===== config.mk =====
export PLATFORM = sky130hd
export DESIGN_NAME = tdm_demux14
export DESIGN_NICKNAME = d
export VERILOG_FILES = /design/src/rtl/tdm_demux14.sv
export SDC_FILE = /design/constraint.sdc
export NUM_CORES = 1
export LEC_CHECK = 0
export ABC_AREA = 1
export BUFFER_PORTS_ARGS = -buffer_cell sky130_fd_sc_hd__buf_2
export CAP_MARGIN = 15
export CORE_UTILIZATION = 27
export DETAILED_ROUTE_END_ITERATION = 7
export PLACE_DENSITY = 0.55
export SETUP_SLACK_MARGIN = 0.3
export SYNTH_ARGS = -nofsm -noshare
export SYNTH_HDL_FRONTEND = slang
export SYNTH_SLANG_ARGS = --single-unit
export TNS_END_PERCENT = 30

===== constraint.sdc =====
create_clock -name clk -period 2.5 [get_ports clk]
set_input_delay 0.375 -clock clk [delete_from_list [all_inputs] [get_ports clk]]
set_output_delay 0.375 -clock clk [all_outputs]
set_load 0.005 [all_outputs]

===== src/rtl/tdm_demux14.sv =====
// 1:4 TDM serial-to-parallel demultiplexer. It recovers four WIDTH-bit channel
// words, MSB first, from a serial stream that is aligned to a frame SYNC marker.
module tdm_demux14 #(
  parameter int WIDTH = 8
) (
  input  logic               clk,
  input  logic               rst_n,
  input  logic               en,
  input  logic               din,
  input  logic               sync,
  output logic [4*WIDTH-1:0] out,
  output logic [1:0]         sel_out,
  output logic [3:0]         ch_vld,
  output logic               frame_vld,
  output logic               lock,
  output logic               sync_err
);

  localparam int CW = $clog2(WIDTH);
  localparam logic [CW-1:0] LAST_BIT = CW'(WIDTH - 1);

  typedef enum logic [0:0] {
    HUNT   = 1'b0,
    LOCKED = 1'b1
  } state_t;

  state_t             state, state_n;
  logic [WIDTH-1:0]   sr, sr_n;
  logic [CW-1:0]      bit_cnt, bit_cnt_n;
  logic [1:0]         ch, ch_n;
  logic [4*WIDTH-1:0] out_n;
  logic [3:0]         ch_vld_n;
  logic               frame_vld_n;
  logic               sync_err_n;
  logic [WIDTH-1:0]   shifted;
  logic [WIDTH-1:0]   first_bit;

  assign shifted   = {sr[WIDTH-2:0], din};
  assign first_bit = {{(WIDTH-1){1'b0}}, din};
  assign sel_out   = ch;

  // Next-state, datapath and pulse decode; pulses default low so EN=0 cycles drop them
  always_comb begin
    state_n     = state;
    sr_n        = sr;
    bit_cnt_n   = bit_cnt;
    ch_n        = ch;
    out_n       = out;
    ch_vld_n    = 4'b0000;
    frame_vld_n = 1'b0;
    sync_err_n  = 1'b0;
    if (en) begin
      case (state)
        HUNT: begin
          if (sync) begin
            sr_n      = first_bit;
            bit_cnt_n = CW'(1);
            ch_n      = 2'd0;
            state_n   = LOCKED;
          end else begin
            state_n = HUNT;
          end
        end
        LOCKED: begin
          if ((bit_cnt == '0) && (ch == 2'd0)) begin
            // A frame boundary: SYNC is mandatory here, so a missing one drops lock
            if (sync) begin
              sr_n      = first_bit;
              bit_cnt_n = CW'(1);
            end else begin
              sync_err_n = 1'b1;
              state_n    = HUNT;
            end
          end else if (sync) begin
            sync_err_n = 1'b1;
            sr_n       = first_bit;
            bit_cnt_n  = CW'(1);
            ch_n       = 2'd0;
          end else if (bit_cnt == LAST_BIT) begin
            sr_n                           = shifted;
            out_n[int'(ch)*WIDTH +: WIDTH] = shifted;
            ch_vld_n                       = 4'b0001 << ch;
            frame_vld_n                    = (ch == 2'd3);
            bit_cnt_n                      = '0;
            ch_n                           = ch + 2'd1;
          end else begin
            sr_n      = shifted;
            bit_cnt_n = bit_cnt + CW'(1);
          end
        end
        default: begin
          state_n = HUNT;
        end
      endcase
    end else begin
      state_n = state;
    end
  end

  // State and registered outputs
  always_ff @(posedge clk or negedge rst_n) begin
    if (!rst_n) begin
      state     <= HUNT;
      sr        <= '0;
      bit_cnt   <= '0;
      ch        <= 2'd0;
      out       <= '0;
      ch_vld    <= 4'b0000;
      frame_vld <= 1'b0;
      lock      <= 1'b0;
      sync_err  <= 1'b0;
    end else begin
      state     <= state_n;
      sr        <= sr_n;
      bit_cnt   <= bit_cnt_n;
      ch        <= ch_n;
      out       <= out_n;
      ch_vld    <= ch_vld_n;
      frame_vld <= frame_vld_n;
      lock      <= (state_n == LOCKED);
      sync_err  <= sync_err_n;
    end
  end

endmodule


==> summary.md <==
| Metric | Value |
|---|---|
| M3 GR Usage | 2.45% |
| Worst Skew | 0.0125 ns |
| Crit path launch type | flop |
| I/O Buffers | 45 |
| Synth unique cells | 22 |
| Site row count | 34 |
| Critical Path Sink Type | flop |
| Cell accounting for the most synthesized area | dfrtp_1 |
| DP HPWL | 4240 um |
| Worst Max-Slew Pin Slew | 0.529 ns |
| CTS tree | built |
| Final max-slew violation count | 0 |
| Die X | 96.3 um |
| Adder-cell share of the synthesized area | 5.21% |
| Reg-to-reg startpoint | sel_out[0] |
| Vias | 1981 |
| PnR worst setup slack | 0.538 ns |
| Kind of critical path | flop to flop |
| Routed wire length | 5720 um |
| Most common cell in the netlist | nand2_1 |
| Post-synth top cells | 101 x nand2_1, 50 x dfrtp_1, 37 x nand3_1, 18 x inv_1, 15 x nor2_1 |
| Crit path max fanout | 16 |
| Final setup viols | 0 |
| Maximum clock frequency | 510 MHz |
| I/O pins | 46 |
| Cell mode on critical path | ha_1 |
| Post-synthesis sequential area ratio | 52.1% |
| Largest family of logic cells by synthesized area | simple AND/OR/NAND/NOR gates |
| Vias per cell | 4.47 |
| Peak VDD IR | 0.000270 V |
| Clk_lat worst skew | 0.31 ns |
| Hold Slack | 0.378 ns |
| Gr busiest metal | met2 |
| GPL Wtd Cong | 0.877 |
| H-Tree Level Count | 2 |
| Die Y | 96.3 um |
| Clk buf depth | 2 |
| Fin. Hold Viols | 0 |
| Failing checks | design-rule violations |
| Clock Sinks | 50 |
| Complex-gate fraction of the synthesized area | 6.04% |
| CTS Hold Bufs | 1 |
| GR Overflow Total | 0 |
| Max cap viols | 0 |
| First-pass GRT wire length | 9670 um |
| Max-slew headroom | 64.6% |
| Post-synthesis async set-or-reset flop share | 100% |
| P&R area growth vs syn | 19.7% |
| Dpl cell area | 2750 um^2 |
| Post-CTS sizing | 0 |
| GR Util met2 | 21.7% |
| Slowest cell on crit path | dfrtp_1 |
| Critical path's top delay family | simple AND/OR/NAND/NOR gates |
| Filler cells | 950 |
| First-pass DRT Iterations | 6 |
| Data arrival, critical path | 2.15 ns |
| Initial antenna violation count | 0 |
| Post-synth top area share | 52.1% |
| Detail Route Antenna Nets | 0 |
| Worst path max stage delay | 0.50 ns |
| Synth top area cells | dfrtp_1 52%, nand2_1 16%, nand3_1 7.7%, ha_1 5.2%, o21ai_2 2.9% |
| Pwr Density | 869 nW/um^2 |
| Critical-path cell list | clkinv_1 > ha_1 > nand3_1 > ha_1 > nand3_4 > inv_2 > nand2_2 > nand2_1 > o21ai_2 |
| Fin Setup TNS | 0 ns |
| WP buf/inv | 2 |
| CTS clk-pin slew, worst paths | 0.10 ns |
| R2R cell count | 9 |
| Mapped cell area | 2400 um^2 |
| Die Area | 9280 um^2 |
| Cells after Synth | 283 |
| Warnings from Yosys | 0 |
| Layout cells sized above 1 | 23.0% |
| Top FF cell, synth | dfrtp_1 |
| Simple-gate share of the synthesized area | 30.5% |
| FF/Latch Area | 1250 um^2 |
| Min cycle time layout | 1.96 ns |
| Post-synthesis mux area share | 0% |
| Post-CTS Setup Bufs | 0 |
| Pleak | 1.57 nW |
| Synthesized net count | 298 |
| CP Depth | 9 |
| N_diodes | 0 |
| RSZ-0062 raised after global routing | false |
| Routed WL per cell | 12.9 um |
| Initial DRC count | 93 |
| Final period util | 78.5% |
| Final Cell Area | 2880 um^2 |
| Layout Nets | 349 |
| All-layer global routing usage | 13.9% |
| Req. time, crit path | 2.69 ns |
| Area of the multi-input gates | 1000 um^2 |
| Yosys reg bits | 50 |
| Reg-to-reg slack, setup | 0.54 ns |
| Largest net degree at the start of global routing | 27 |
| Crit path launch | sel_out[0] |
| M1 GR Usage | 19.4% |
| Avg Inst Size Synth | 8.49 um^2 |
| Starting density of the core | 27.7% |
| Reg-to-Reg End | out[19] |
| Worst Setup EP | out[19] |
| Status | complete, but fails checks |
| Number of synthesized flops with an enable pin | 0 |
| Vias in the first global route | 1970 |
| DRC Markers | 1 |
| Min-Delay Path Class | input port to flop |
| Xor and xnor fraction of the mapped netlist area | 0% |
| Pre-CTS WS | 0.555 ns |
| CORE AREA | 8680 um^2 |
| TritonCTS Buffers | 5 |
| Clock Tree Root | clkbuf_8 |
worst min-delay path: cells and delay by family:
kind | cells | cell delay (ns)
buf+inv | 1 | 0.15
simple gates | 1 | 0.07
compound gates | 1 | 0.05
placed cells by master, fill, tap and decap left out:
master         synthesis  final
clkbuf_8               0      5
nor2_1                15     15
a21oi_1                6      6
o21ai_2                8      8
inv_2                  4      4
buf_4                  3      5
nand3b_1               3      3
bufinv_16              0      1
inv_4                  1      1
nand3_4                1      1
clkinvlp_4             0      2
dfrtp_1               50     50
nand4_1                1      1
dlygate4sd3_1          0      1
o21ai_0                9      9
clkinv_1               3      3
nand2_1              101    101
nor2_4                 3      3
nor3_1                 4      4
ha_1                  10     10
nand3_1               37     37
inv_1                 18     18
nand2_2                2      2
buf_2                  2     45
per-layer routing:
layer / up-vias / routed length, um
met3: 7 / 271
met2: 46 / 2500
met5: - / 0
li1: 995 / -
met4: 0 / 68
met1: 933 / 2880
cells by family (layout without fill, tap and decap cells):
group           count (synthesis)  after routing
fa+ha+maj                      10             10
flops                          50             50
compound gates                 23             23
simple gates                  167            167
buf+inv                        33             85
metrics by stage:
stage / utilization [%] / cells / total power, W
after global placement: 31.7 / 434 / 0.00192
after detailed placement: 31.7 / 434 / 0.00193
after CTS: 33.1 / 443 / 0.00252
final: 33.1 / 443 / 0.00250
after global routing: 33.1 / 443 / 0.00269
after floorplan: - / 283 / 0.00165
sequential cells by signal (all words and copies together), names as in the netlist:
name      count
sel_out       2
sync_err      1
ch_vld        4
out          32
state         1
sr            7
bit_cnt       3
cell type report:
class / count / share of cell area (%)
flip-flops and latches: 50 / 43.5
multi-input cells: 200 / 34.9
repair buffers: 51 / 9.48
well taps: 108 / 4.70
inverters: 26 / 3.48
clock buffers: 5 / 2.39
clock inverters: 3 / 1.57
where the power goes:
group	total (W)	switching, W	internal, W
Sequential	0.00109	0.000175	0.000914
Combinational	0.000829	0.000556	0.000273
Clock	0.000582	0.000284	0.000298
Total	0.00250	0.00101	0.00149
how the worst min path moves through the flow:
stage                      from    endpoint  slack, ns  cells past startpoint
after global placement    rst_n     out[20]       0.24                      1
after global routing        din       sr[0]       0.37                      3
after floorplan           rst_n  bit_cnt[0]       0.08                      0
after CTS                   din       sr[0]       0.37                      3
after detailed placement  rst_n     out[16]       0.24                      1
final                       din       sr[0]       0.38                      3
Power figures use the tool's default switching activity.
